[src/rtl/alu_defs_pkg.sv]
// Shared ALU definitions: FSM encodings, default datapath sizing and counter sizing helper.
// Imported by the sequential add/subtract unit and its slice adder.
package alu_defs;

    localparam logic [1:0] IDLE = 2'd0;
    localparam logic [1:0] CALC = 2'd1;
    localparam logic [1:0] DONE = 2'd2;

    localparam int DEF_WIDTH = 16;
    localparam int DEF_CHUNK = 4;

    // Bits needed to count 0..n-1, never less than one so a single-slice build still has a counter.
    function automatic int cnt_width(input int n);
        int w;
        w = 1;
        while ((1 << w) < n) w++;
        return w;
    endfunction

endpackage

[src/rtl/add_chunk.sv]
// Combinational W-bit ripple adder slice; zero latency, no flow control.
// Exposes the carry into its top bit so the caller can form signed overflow.
module add_chunk
    import alu_defs::*;
#(
    parameter int W = DEF_CHUNK
) (
    input  logic [W-1:0] a,
    input  logic [W-1:0] b,
    input  logic         cin,
    output logic [W-1:0] sum,
    output logic         cout,
    output logic         c_msb_in
);

    logic [W:0] c;

    always_comb begin
        c    = '0;
        sum  = '0;
        c[0] = cin;
        for (int i = 0; i < W; i++) begin
            sum[i]   = a[i] ^ b[i] ^ c[i];
            c[i + 1] = (a[i] & b[i]) | (c[i] & (a[i] ^ b[i]));
        end
    end

    assign cout     = c[W];
    assign c_msb_in = c[W - 1];

endmodule

[src/rtl/seq_addsub_n.sv]
// Multi-cycle WIDTH-bit add/subtract, CHUNK bits per clock; result valid NUM_CHUNKS cycles after accept,
// held in DONE until out_ready (in_ready follows out_ready there). ADDN_SAT_EN enables signed saturation.
module seq_addsub_n
    import alu_defs::*;
#(
    parameter int WIDTH = DEF_WIDTH,
    parameter int CHUNK = DEF_CHUNK
) (
    input  logic             clk,
    input  logic             rst_n,
    input  logic             in_valid,
    output logic             in_ready,
    input  logic [WIDTH-1:0] a,
    input  logic [WIDTH-1:0] b,
    input  logic             cin,
    input  logic             sub,
    output logic             out_valid,
    input  logic             out_ready,
    output logic [WIDTH-1:0] sum,
    output logic             cout,
    output logic             ovf,
    output logic             zero
);

    localparam int NUM_CHUNKS = WIDTH / CHUNK;
    localparam int CW = cnt_width(NUM_CHUNKS);
    localparam logic [CW-1:0] LAST = CW'(NUM_CHUNKS - 1);

    logic [1:0]       state;
    logic [CW-1:0]    cnt;
    logic [WIDTH-1:0] op_a;
    logic [WIDTH-1:0] op_b;
    logic [WIDTH-1:0] partial;
    logic             carry;

    logic [CHUNK-1:0] slice_sum;
    logic             slice_cout;
    logic             slice_cmsb;
    logic             raw_ovf;
    logic             accept;
    logic             finish;
    logic [WIDTH-1:0] partial_next;
    logic [WIDTH-1:0] result;

    assign in_ready  = (state == IDLE) | ((state == DONE) & out_ready);
    assign out_valid = (state == DONE);
    assign accept    = in_valid & in_ready;
    assign finish    = (state == CALC) & (cnt == LAST);

    // Operands shift right each cycle so the slice adder always sees the low CHUNK bits.
    add_chunk #(.W(CHUNK)) u_chunk (
        .a        (op_a[CHUNK-1:0]),
        .b        (op_b[CHUNK-1:0]),
        .cin      (carry),
        .sum      (slice_sum),
        .cout     (slice_cout),
        .c_msb_in (slice_cmsb)
    );

    assign partial_next = (partial >> CHUNK) | (WIDTH'(slice_sum) << (WIDTH - CHUNK));
    assign raw_ovf      = slice_cmsb ^ slice_cout;

`ifdef ADDN_SAT_EN
    logic a_msb;

    always_ff @(posedge clk or negedge rst_n) begin
        if (!rst_n) begin
            a_msb <= 1'b0;
        end else if (accept) begin
            a_msb <= a[WIDTH-1];
        end
    end

    assign result = raw_ovf ? {a_msb, {(WIDTH-1){~a_msb}}} : partial_next;
`else
    assign result = partial_next;
`endif

    // Subtraction is folded in at accept: b is inverted and the +1 rides in on the initial carry.
    always_ff @(posedge clk or negedge rst_n) begin
        if (!rst_n) begin
            op_a    <= '0;
            op_b    <= '0;
            carry   <= 1'b0;
            partial <= '0;
            cnt     <= '0;
        end else if (accept) begin
            op_a    <= a;
            op_b    <= sub ? ~b : b;
            carry   <= sub | cin;
            partial <= '0;
            cnt     <= '0;
        end else if (state == CALC) begin
            op_a    <= op_a >> CHUNK;
            op_b    <= op_b >> CHUNK;
            carry   <= slice_cout;
            partial <= partial_next;
            cnt     <= (cnt == LAST) ? '0 : cnt + 1'b1;
        end
    end

    always_ff @(posedge clk or negedge rst_n) begin
        if (!rst_n) begin
            sum  <= '0;
            cout <= 1'b0;
            ovf  <= 1'b0;
            zero <= 1'b0;
        end else if (finish) begin
            sum  <= result;
            cout <= slice_cout;
            ovf  <= raw_ovf;
            zero <= (result == '0);
        end
    end

    always_ff @(posedge clk or negedge rst_n) begin
        if (!rst_n) begin
            state <= IDLE;
        end else begin
            case (state)
                IDLE: if (accept) state <= CALC;
                CALC: if (cnt == LAST) state <= DONE;
                DONE: if (out_ready) state <= accept ? CALC : IDLE;
                default: state <= IDLE;
            endcase
        end
    end

endmodule
[config.mk]
export PLATFORM = sky130hd
export DESIGN_NAME = seq_addsub_n
export DESIGN_NICKNAME = d
export VERILOG_FILES = /design/src/rtl/alu_defs_pkg.sv /design/src/rtl/add_chunk.sv /design/src/rtl/seq_addsub_n.sv
export SDC_FILE = /design/constraint.sdc
export NUM_CORES = 1
export LEC_CHECK = 0
export CAP_MARGIN = 20
export CORE_UTILIZATION = 40
export CTS_BUF_LIST = sky130_fd_sc_hd__clkbuf_4 sky130_fd_sc_hd__clkbuf_8
export CTS_CLUSTER_SIZE = 20
export DETAILED_ROUTE_END_ITERATION = 12
export GPL_ROUTABILITY_DRIVEN = 0
export HOLD_SLACK_MARGIN = 0.1
export PLACE_DENSITY = 0.76
export SYNTH_ARGS = -nofsm -noshare
export SYNTH_HDL_FRONTEND = slang
export SYNTH_HIERARCHICAL = 1
export SYNTH_SLANG_ARGS = --single-unit
[constraint.sdc]
create_clock -name clk -period 6 [get_ports clk]
set_input_delay 1.2 -clock clk [delete_from_list [all_inputs] [get_ports clk]]
set_output_delay 1.2 -clock clk [all_outputs]
set_load 0.01 [all_outputs]
==> metrics.md, run 1 <==
| Metric | Value |
|---|---|
| Worst Setup End Kind | `output pin` |
| Num CTS Buffers | `9` |
| DRC viols | `0` |
| Congestion Overflow GR | `0` |
| Share of cells above drive strength 1 | `15.0%` |
| Clock slew at reported path FFs | `0.06 ns` |
| Syn_nets | `308` |
| Yosys warning count | `6` |
| CTS sink cnt | `68` |
| DIE WIDTH | `91.0 um` |
| Unrepaired setup endpoints after global routing | `no` |
| First-pass GRT wire length | `10.1 mm` |
| DR vias | `2,063` |
| Antenna Nets Post-Route | `0` |
| IO Pins | `59` |
| Post-layout min period | `3.58 ns` |
| Initial DRC Count | `117` |
| Leak | `1.78 nW` |
| Fin Clk Skew | `0.00517 ns` |
| Diodes inserted | `0` |
| Die extent in y | `91.0 um` |
| Pwr Density | `506 mW/mm2` |
| Design area | `0.00400 mm2` |
| Largest net degree at the start of global routing | `69` |
| Vias per cell | `4.82` |
| Post-layout util | `52.1%` |
| Post-cts repair resize count | `0` |
| Hold WC Path Type | `flop to flop` |
| Dpl ws | `2.42 ns` |
| CP required | `4.80 ns` |
| CTS tree | `yes` |
| Aggregate routed wire length | `5.68 mm` |
| Metal3 WL | `208 um` |
| Tot Pwr | `0.00203 W` |
| Worst Tran Pin Value | `1.03 ns` |
| Fin. Hold Viols | `0` |
| Cell Area, Placed | `0.00381 mm2` |
| Vias in the first global route | `2,124` |
| Clock Latency Late Sink | `0.33 ns` |
| Synthesized area per cell | `12.0 um2` |
| M1 WL | `2.52 mm` |
| CTS root buf | `clkbuf_8` |
| Worst EP arrival | `2.38 ns` |
| CTS HTree Levels | `3` |
| GRT Util Overall | `15.7%` |
| Core area | `0.00769 mm2` |
| Setup Crit Path Kind | `primary input to output pin` |
| Hold buffer count at cts | `0` |
| Worst R2R Setup Slack | `3.41 ns` |
| WL met2 | `2.86 mm` |
| Maximum clock rate | `279 MHz` |
| Max_cap viols | `0` |
| Total Neg Setup Slack | `0 ns` |
| Startpoint Class | `primary input` |
| Max transition margin | `31.1%` |
| Final setup fails | `0` |
| Period utilization | `59.7%` |
| Post-synthesis cell area | `0.00317 mm2` |
| Slew Viols, Final | `0` |
| Synth Instances | `265` |
| Worst-path maximum fanout | `3` |
| DR top layer | `met4` |
| Sequential share of the synthesized area | `53.7%` |
| Row count | `32` |
| CTS Buffer Depth | `2` |
| Starting Density | `41.2%` |
| Post-DP HPWL | `3.81 mm` |
| Setup bufs post-CTS | `0` |
| Netlist cell types | `25` |
| Detailed Routing Iterations Pass 1 | `4` |
| Outcome | `finished, final reports clean` |
| Drt wl/cell | `13.3 um` |
| Max VDD drop | `0.169 mV` |
| Input/output buffers | `58` |
| Final nets | `364` |
| Post-synthesis register bit count | `68` |
| Final WS setup | `2.42 ns` |
| Initial antenna violation count | `0` |
| Area grow syn2layout | `26.2%` |
| Die area | `0.00829 mm2` |
per-stage QoR:
stage,cells,hold slack (ns)
after CTS,428,0.508
after global placement,412,0.465
final,428,0.503
after global routing,428,0.537
after detailed placement,412,0.493
after floorplan,265,0.475
registers in the layout, summed over array words and instances (netlist names), 2 cells and up:
| register | count |
|---|---|
| cnt | 2 |
| op_b | 16 |
| state | 2 |
| sum | 16 |
| partial | 12 |
| op_a | 16 |
cell type report:
type                    instances  area (um2)
well taps                     102         128
repair buffers                 61         598
clock inverters                 1        5.00
fillers                       686        3680
inverters                      14        52.6
flip-flops and latches         68        1700
multi-input cells             167        1330
clock buffers                  15         188
layer usage:
layer / vias up / track usage, %
li1: 1009 / -
met1: 1005 / 19.3
met2: 42 / 25.3
met3: 7 / 4.94
met4: 0 / 6.75
met5: - / 0
worst max-delay path: stages:
cell	delay (ns)
clkdlybuf4s50_1	0.41
nor2b_1	0.23
nor2_1	0.07
clkdlybuf4s50_1	0.48
power by group:
group	total [W]	switching (W)	internal (W)
registers	0.000791	0.000128	0.000663
clock network	0.000353	0.000155	0.000197
logic	0.000882	0.000417	0.000465
total	0.00203	0.000700	0.00133
placed cells by master, fill, tap and decap left out, types with 2 or more instances in the layout:
cell type and n:
a221o_1 7, clkbuf_4 3, nor2_1 2, fa_1 4, xnor2_1 17, mux2i_1 34, clkdlybuf4s50_1 57, o21ai_0 3
and2_1 7, buf_4 3, mux2_2 27, nand2_1 37, a21oi_1 14, inv_1 14, nor4_1 4, dfrtp_1 68
nor2b_1 2, clkbuf_8 12
final timing paths:
path	start	endpoint	cells past startpoint
worst max register to register	op_a[0]	zero	9
max in group asynchronous	rst_n	cnt[1]	2
worst min register to register	sum[6]	sum[6]	1
min in group asynchronous	rst_n	sum[10]	2
worst min-delay path	sum[6]	sum[6]	1
worst max-delay path	out_ready	in_ready	4
Yosys cell counts, drive strengths merged:
cell type	n	area [um2]
nand4	1	6.26
dfrtp	68	1700
o21ai	3	15.0
nand3b	1	7.51
inv	14	52.6
and2	7	43.8
nand2b	2	12.5
or3	1	6.26
a21oi	14	70.1
o21bai	1	7.51
mux2	27	304
ha	1	12.5
nor2b	2	12.5
buf	16	93.8
nor2	2	7.51
mux2i	34	340
nand2	37	139
nor3	1	5.00
fa	4	80.1
xnor2	17	149
a221o	7	70.1
nor4	4	25.0
o31a	1	8.76
cells by family after synthesis:
family	synth area share, %
flops	53.7
mux	20.3
simple gates	8.37
xor+xnor	4.70
fa+ha+maj	2.92
buf+inv	4.62
compound gates	5.41
Note: power is estimated with default switching activity, not from simulation.
==> inputs of run 2 (changes only) <==
--- a/config.mk
+++ b/config.mk
@@ -12,7 +12,7 @@
 export DETAILED_ROUTE_END_ITERATION = 12
 export GPL_ROUTABILITY_DRIVEN = 0
 export HOLD_SLACK_MARGIN = 0.1
-export PLACE_DENSITY = 0.76
+export PLACE_DENSITY = 0.78
 export SYNTH_ARGS = -nofsm -noshare
 export SYNTH_HDL_FRONTEND = slang
 export SYNTH_HIERARCHICAL = 1
==> constraint.sdc (replaced) <==
create_clock -name clk -period 3.2 [get_ports clk]
set_input_delay 0.64 -clock clk [delete_from_list [all_inputs] [get_ports clk]]
set_output_delay 0.64 -clock clk [all_outputs]
set_load 0.01 [all_outputs]
==> run 2 against run 1 <==
  * Sequential power rose by 88%
  * Clock skew up 0.0030 ns
  * Wire length grew 6.0%
  * Critical path depth unchanged
  * Register-to-register slack lost 2.7 ns
  * Via count rose by 1.8%
  * First-iteration DRC count increased by 22%
==> metrics.md, run 2 (synthesized netlist as in run 1, its figures left out) <==
| Metric | Value |
|---|---|
| Post-DP HPWL | `4.28 mm (+13%)` |
| Max VDD drop | `0.340 mV (+100%)` |
| Largest net degree at the start of global routing | `49 (-29%)` |
| Pwr Density | `990 mW/mm2 (+95%)` |
| Setup Crit Path Kind | `primary input to output pin` |
| Vias per cell | `4.89 (+1.4%)` |
| Starting Density | `41.2% (unchanged)` |
| Buf/Inv on CP | `2 (unchanged)` |
| Antenna Nets Post-Route | `0 (unchanged)` |
| Final setup fails | `0 (unchanged)` |
| Max transition margin | `31.6% (+0.47 points)` |
| Initial DRC Count | `143 (+22%)` |
| Origin of the critical flop-to-flop path | `op_b[0]` |
| Hold WC Path Type | `primary input to async pin` |
| Die area | `0.00829 mm2 (unchanged)` |
| Worst R2R End | `zero` |
| Period utilization | `79.3%` |
| Post-cts repair resize count | `0 (unchanged)` |
| Fin. Hold Viols | `0 (unchanged)` |
| Congestion Overflow GR | `0 (unchanged)` |
| R2R depth | `9 (unchanged)` |
| Row count | `32 (unchanged)` |
| Fin Clk Skew | `0.00817 ns (+0.00299 ns)` |
| Worst Tran Pin Value | `1.03 ns (-0.00701 ns)` |
| GR Util met1 | `20.6% (+1.3 points)` |
| Clock Latency Late Sink | `0.33 ns (about the same)` |
| Delay of the slowest critical-path stage | `0.49 ns (about the same)` |
| Post-layout util | `53.2% (+1.1 points)` |
| CTS Buffer Depth | `2 (unchanged)` |
| Slew Viols, Final | `0 (unchanged)` |
| Detailed Routing Iterations Pass 1 | `4 (unchanged)` |
| Max_cap viols | `0 (unchanged)` |
| Commonest non-fill, non-tap cell in the layout | `dfrtp_1` |
| Worst EP arrival | `1.90 ns (-0.48 ns)` |
| CP required | `2.56 ns (-2.24 ns)` |
| IO Pins | `59 (unchanged)` |
| Maximum clock rate | `394 MHz` |
| Aggregate routed wire length | `6.02 mm (+6.0%)` |
| Drt wl/cell | `14.0 um (+5.5%)` |
| GRT Util Overall | `16.1% (+0.40 points)` |
| CP Launch Point | `out_ready` |
| Vias in the first global route | `2,158 (+1.6%)` |
| Crit. path cell count | `4 (unchanged)` |
| Setup bufs post-CTS | `0 (unchanged)` |
| Diodes inserted | `0 (unchanged)` |
| CTS root buf | `clkbuf_8` |
| Regs by FF count | `op_a: 16 flops, op_b: 16 flops, sum: 16 flops` |
| CP most frequent cell | `clkdlybuf4s50_1` |
| Worst-path maximum fanout | `3 (unchanged)` |
| Outcome | `finished, final reports clean` |
| Worst Setup End Kind | `output pin` |
| Multi-input logic area | `0.00133 mm2 (unchanged)` |
| Reg area | `0.00170 mm2 (unchanged)` |
| Post-layout min period | `2.54 ns` |
| Number of cells after detailed placement | `414 (+0.49%)` |
| Unrepaired setup endpoints after global routing | `no` |
| CP cell instances | `clkdlybuf4s50_1, nor2b_1, nor2_1, clkdlybuf4s50_1` |
| Share of cells above drive strength 1 | `15.5% (+0.52 points)` |
| Slowest CP cell | `clkdlybuf4s50_1` |
| Clock slew at reported path FFs | `0.08 ns (+0.02 ns)` |
| Core area | `0.00769 mm2 (unchanged)` |
| CTS sink cnt | `68 (unchanged)` |
| Met3 usage | `4.44% (-0.50 points)` |
| Initial antenna violation count | `0 (unchanged)` |
| Most Used Layer, Global Route | `met2` |
| Input/output buffers | `58 (unchanged)` |
| Area grow syn2layout | `28.9%` |
| Leak | `1.81 nW (+1.8%)` |
| Startpoint Class | `primary input` |
| CTS tree | `yes` |
| Final nets | `366 (+0.55%)` |
| Total Neg Setup Slack | `0 ns (unchanged)` |
| CP endpoint | `in_ready` |
| CTS HTree Levels | `3 (unchanged)` |
| Die extent in y | `91.0 um (unchanged)` |
| Hold buffer count at cts | `0 (unchanged)` |
| DR vias | `2,101 (+1.8%)` |
| First-pass GRT wire length | `10.3 mm (+1.8%)` |
| DIE WIDTH | `91.0 um (unchanged)` |
| # fillers | `683 (-0.44%)` |
| Cell family contributing the most delay on the critical path | `buffers and inverters` |
| M2 GR Usage | `25.1% (-0.13 points)` |
| Commonest non-fill, non-tap cells in the layout | `dfrtp_1, clkdlybuf4s50_1, nand2_1` |
| Final non-filler cell total | `430 (+0.47%)` |
| DRC viols | `0 (unchanged)` |
| Worst R2R Setup Slack | `0.71 ns (-2.70 ns)` |
| Num CTS Buffers | `9 (unchanged)` |
-- run 2: layer usage --
layer | share of wire [%] | vias to the layer above | routed length, um
met5 | 0 | - | 0
met4 | 1.9 | 0 | 116
met3 | 4.3 | 11 | 261
met2 | 49 | 62 | 2960
met1 | 45 | 1012 | 2680
li1 | - | 1016 | -
-- run 2: how the worst min path moves through the flow --
stage | from | to | slack (ns) | cells after the start
floorplan | rst_n | carry | 0.34 | 0
global placement | sum[8] | sum[8] | 0.49 | 1
detailed placement | zero | zero | 0.49 | 2
CTS | rst_n | sum[13] | 0.32 | 1
global route | rst_n | sum[13] | 0.34 | 1
finish | rst_n | sum[13] | 0.31 | 1
-- run 2: cell type report --
type	count	share of cell area, %
flip-flops and latches	68	41.6
multi-input cells	167	32.5
repair buffers	63	15.3
clock buffers	10	3.37
well taps	102	3.12
clock inverters	6	2.73
inverters	14	1.29
-- run 2: power by group --
| group | leakage (nW) | switching, W | total [W] | internal [W] |
|---|---|---|---|---|
| combinational | 0.816 | 0.000809 | 0.00169 | 0.000881 |
| clock | 0.122 | 0.000328 | 0.000867 | 0.000539 |
| sequential | 0.873 | 0.000245 | 0.00149 | 0.00124 |
-- run 2: worst reg2reg max path, stage by stage, from the launching register on --
cell     delay [ns]
dfrtp_1        0.38
fa_1           0.18
inv_1          0.05
fa_1           0.38
fa_1           0.38
inv_1          0.11
fa_1           0.46
nor4_1         0.21
nand4_1        0.11
o21ai_0        0.15
-- run 2: metrics by stage --
stage          instance area (um2)  hold slack, ns  worst slack, ns  total power (W)
6_report                      4090           0.309            0.662          0.00404
5_1_grt                       4090           0.337            0.487          0.00434
4_1_cts                       4090           0.320            0.660          0.00408
3_5_place_dp                  3840           0.494            0.658          0.00321
3_3_place_gp                  3840           0.487            0.755          0.00312
2_1_floorplan                 3170           0.344            0.921          0.00263
==> variant 1, RTL diff (config.mk and constraints of run 2) <==
Change the package constant `DEF_WIDTH` from 16 to 32.
--- a/src/rtl/alu_defs_pkg.sv
+++ b/src/rtl/alu_defs_pkg.sv
@@ -8,3 +8,3 @@
 
-    localparam int DEF_WIDTH = 16;
+    localparam int DEF_WIDTH = 32;
     localparam int DEF_CHUNK = 4;
Interface: changed (resized a, b and sum); port bits go from 59 to 107. The function was not compared with the original's and may differ.
==> variant 1 against run 2 <==
Synthesized area is 95% higher. Utilization fell by 2.2 points. Total power up 70%. Setup slack worse by 0.094 ns. Clock power grew 41%. Wire length grew 110%. Final area up 89%. Sequential cell count is 65 higher. Critical path type is now reg -> reg. Critical endpoint is now zero.
==> variant 1: results (changes against run 2) <==
| Metric | Value |
|---|---|
| Status | completed |
| Critical register-to-register path startpoint | op_b[0] |
| CTS buffer count | 17 (+8) |
| Later-pin clock latency in the skew report | 0.43 ns (+0.10 ns) |
| Final wirelength | 12.5 mm (+110%) |
| Number of global-route vias before repair | 4228 (+96%) |
| Max VDD drop | 0.360 mV (+5.8%) |
| Post-synth top cells | dfrtp_1, nand2_1, mux2i_1, mux2_2, xnor2_1 |
| Setup Skew | 0.00938 ns (+0.00121 ns) |
| Reg-to-reg slack, setup | 0.57 ns (-0.14 ns) |
| Nets | 676 (+85%) |
| GRT Util Overall | 16.9% (+0.88 points) |
| Unique masters post-synth | 28 (+12%) |
| Compound-Gate Fraction of Synth Area | 3.70% (-1.7 points) |
| Layout cells sized above 1 | 17.3% (+1.7 points) |
| Initial DRC count | 287 (+100%) |
| Hpwl dp | 8.85 mm (+110%) |
| Pin count of the biggest net entering global routing | 66 (+35%) |
| Regs by FF count | op_a x32, op_b x32, sum x32 |
| First-pass GRT wire length | 21.0 mm (+100%) |
| XOR/XNOR share of the synthesized area | 4.67% (-0.029 points) |
| Crit path largest cell delay | 0.46 ns (-0.03 ns) |
| Static leakage | 3.60 nW (+99%) |
| Delay-heaviest family, CP | adder cells |
| Worst relative slew slack | 37.0% (+5.4 points) |
| Synth top area cells | dfrtp_1, mux2_2, mux2i_1, xnor2_1, nand2_1 |
| Crit-path slowest cell | fa_1 |
| Fillers | 1291 (+89%) |
| Syn Nets | 579 (+88%) |
| Vias | 4053 (+93%) |
| CTS HTree Levels | 4 (+1) |
| Sequential area share after synthesis | 53.7% (+0.078 points) |
| Multiplexer share of the synthesized area | 25.4% (+5.1 points) |
| Adder-cell share of the synthesized area | 1.70% (-1.2 points) |
| Register area | 3330 sq um (+96%) |
| Arr. time, crit path | 2.97 ns (+1.07 ns) |
| DP Area | 7370 sq um (+92%) |
| Port-buffer cells | 106 (+83%) |
| R2R cell count | 9 (unchanged) |
[variant 1: cell types whose count changed after synthesis, moves of 9 or more]
| cell | before | now |
|---|---|---|
| nand2_1 | 37 | 71 |
| mux2_1 | 0 | 20 |
| xnor2_1 | 17 | 33 |
| dfrtp_1 | 68 | 133 |
| mux2i_1 | 34 | 66 |
| mux2_2 | 27 | 61 |
| clkbuf_1 | 0 | 9 |
| a21oi_1 | 14 | 31 |
[variant 1: worst max path at each step]
| stage | startpoint | depth (start not counted) | slack, ns | end |
|---|---|---|---|---|
| after floorplan | op_a[0] | 9 | 0.80 | zero |
| after global placement | out_ready | 5 | 0.62 | op_b[21] |
| after detailed placement | out_ready | 5 | 0.53 | op_b[23] |
| after CTS | op_b[0] | 9 | 0.55 | zero |
| after global routing | op_b[0] | 9 | 0.32 | zero |
| final | op_b[0] | 9 | 0.57 | zero |
[variant 1: area by class of cell]
class                           instances  area share [%]
Clock inverter                          5           0.324
Inverter                               14           0.681
Clock buffer                           27            4.17
Tap cell                              188            3.05
Sequential cell                       133            43.1
Multi-Input combinational cell        321            34.0
Timing Repair Buffer                  113            14.7
[variant 1: through the flow]
step,setup slack (ns),cells,hold slack [ns],utilization [%]
after global routing,0.321,801,0.223,50.9
after global placement,0.616,769,0.473,48.6
after CTS,0.550,801,0.209,50.9
final,0.568,801,0.216,50.9
after detailed placement,0.527,769,0.475,48.6
after floorplan,0.805,503,0.344,-
[variant 1: cells by family (layout without fill, tap and decap cells)]
logic type / count (synthesis) / after routing
mux: 147 / 147
flops: 133 / 133
simple gates: 95 / 95
buf+inv: 49 / 159
compound gates: 40 / 40
xor+xnor: 33 / 33
fa+ha+maj: 6 / 6
[variant 1: report_power, final]
group          switching [W]  total, W  internal (W)
Combinational        0.00126   0.00275       0.00149
Clock               0.000583   0.00122      0.000639
Sequential          0.000489   0.00288       0.00239
[variant 1: per-layer routing]
layer	wire length (um)	up-vias	global-route usage (%)
met1	5610	2016	20.9
met2	6110	108	28.5
met3	590	17	4.93
met4	179	0	5.74
li1	-	1912	-
met5	0	-	0
==> variant 2, RTL diff (config.mk and constraints of run 2) <==
Without the edit above. Put one more register stage on the output `ovf`, with the module's reset. The value now appears one clock later. The other outputs are not delayed to match.
--- a/src/rtl/seq_addsub_n.sv
+++ b/src/rtl/seq_addsub_n.sv
@@ -27,2 +27,4 @@
     localparam logic [CW-1:0] LAST = CW'(NUM_CHUNKS - 1);
+
+    logic ovf_s0;
 
@@ -105,3 +107,3 @@
             cout <= 1'b0;
-            ovf  <= 1'b0;
+            ovf_s0 <= 1'b0;
             zero <= 1'b0;
@@ -110,3 +112,3 @@
             cout <= slice_cout;
-            ovf  <= raw_ovf;
+            ovf_s0 <= raw_ovf;
             zero <= (result == '0);
@@ -128,2 +130,10 @@
 
+    always_ff @(posedge clk or negedge rst_n) begin
+        if (!rst_n) begin
+            ovf <= '0;
+        end else begin
+            ovf <= ovf_s0;
+        end
+    end
+
 endmodule
Function: changed (a bounded check fails within 10 cycles, from zero or initial values and one cycle with rst_n low).
==> variant 2 against run 2 <==
Sequential cell count grew 1. Critical endpoint is now zero. Final area grew 0.61%. Utilization is essentially flat. Total power grew 1.0%. Setup slack gained 0.033 ns. Sequential share of layout area grew 0.36 points. Synthesized cell count grew 0.38%. Critical path depth grew 5. Wire length shrank 1.0%. Synthesized area grew 0.79%. Highest routed layer unchanged.
==> variant 2: results (changes against run 2) <==
| Metric | Value |
|---|---|
| Inverters | 14 (unchanged) |
| Drt first pass iters | 5 (+1) |
| Post-synth top cells | dfrtp_1, nand2_1, mux2i_1, mux2_2, xnor2_1 |
| Port-buffer cells | 58 (unchanged) |
| Vias | 2153 (+2.5%) |
| Number of global-route vias before repair | 2145 (-0.60%) |
| Ys Warns | 6 (unchanged) |
| Grt met1 use | 19.4% (-1.2 points) |
| Static leakage | 1.83 nW (+0.90%) |
| NonClk Buf Share | 14.9% (-0.40 points) |
| Layout cells sized above 1 | 15.5% (-0.047 points) |
| Synth top area cells | dfrtp_1, mux2i_1, mux2_2, xnor2_1, nand2_1 |
| Max VDD drop | 0.389 mV (+14%) |
| Tightest Pin Transition | 1.01 ns (-0.0167 ns) |
| DP Area | 3850 sq um (+0.33%) |
| Crit-path slowest cell | fa_1 |
| # resized after CTS | 0 (unchanged) |
| Met3 WL | 282 um (+8.0%) |
| Asr flop ratio synth | 100% (unchanged) |
| Wire per inst | 13.8 um (-1.2%) |
| Final non-filler cell total | 431 (+0.23%) |
| First-pass GRT wire length | 10.2 mm (-0.14%) |
| Syn Nets | 309 (+0.32%) |
| GRT Util Overall | 15.8% (-0.21 points) |
| Met3 Use GR | 5.44% (+1.0 points) |
| Initial antenna violation count | 0 (unchanged) |
| Nets | 367 (+0.27%) |
| Crit path largest cell delay | 0.47 ns (-0.02 ns) |
| Avg Inst Size Synth | 12.0 sq um (+0.41%) |
| Clock Tree Buf Depth | 2 (unchanged) |
| Status | completed |
| Hold WC Path Type | in -> async |
| Multi-input combinational area share | 32.3% (-0.20 points) |
| Main synth FF type | dfrtp_1 |
| Register area | 1730 sq um (+1.5%) |
| Initial DRC count | 86 (-40%) |
| Sequential area share after synthesis | 54.0% (+0.36 points) |
| Grt met2 use | 26.5% (+1.4 points) |
| Final instance area | 4110 sq um (+0.61%) |
| Routed wl met2 | 3.06 mm (+3.5%) |
| Antenna cells | 0 (unchanged) |
| TritonCTS Sinks | 69 (+1.5%) |
| Post-Place Setup Slack | 0.713 ns (+0.0552 ns) |
| Fillers | 670 (-1.9%) |
| Setup Skew | 0.00860 ns (+0.000429 ns) |
| Dpl cells | 415 (+0.24%) |
| Clock-cell share | 6.36% (+0.27 points) |
| #MultiIn Comb | 167 (unchanged) |
| Delay-heaviest family, CP | adder cells |
| M1 WL | 2.56 mm (-4.7%) |
| Hpwl dp | 4.26 mm (-0.65%) |
-- variant 2: cells by family after synthesis --
| group | Yosys count | synth area share [%] |
|---|---|---|
| compound gates | 26 | 5.36 |
| xor+xnor | 17 | 4.66 |
| fa+ha+maj | 5 | 2.90 |
| buf+inv | 30 | 4.58 |
| flops | 69 | 54.0 |
| mux | 61 | 20.2 |
| simple gates | 58 | 8.30 |
-- variant 2: final timing paths --
path | start | end | slack (ns) | cells after the start
max | op_a[0] | zero | 0.69 | 9
min | rst_n | sum[8] | 0.39 | 1
max reg2reg | op_a[0] | zero | 0.69 | 9
min reg2reg | ovf_s0 | ovf | 0.39 | 0
max in group asynchronous | rst_n | zero | 2.04 | 2
min in group clk | ovf_s0 | ovf | 0.39 | 0
-- variant 2: where the power goes --
group	switching, W	internal, W	total (W)
Clock	0.000322	0.000593	0.000915
Sequential	0.000243	0.00126	0.00150
Combinational	0.000795	0.000872	0.00167
Total	0.00136	0.00273	0.00409
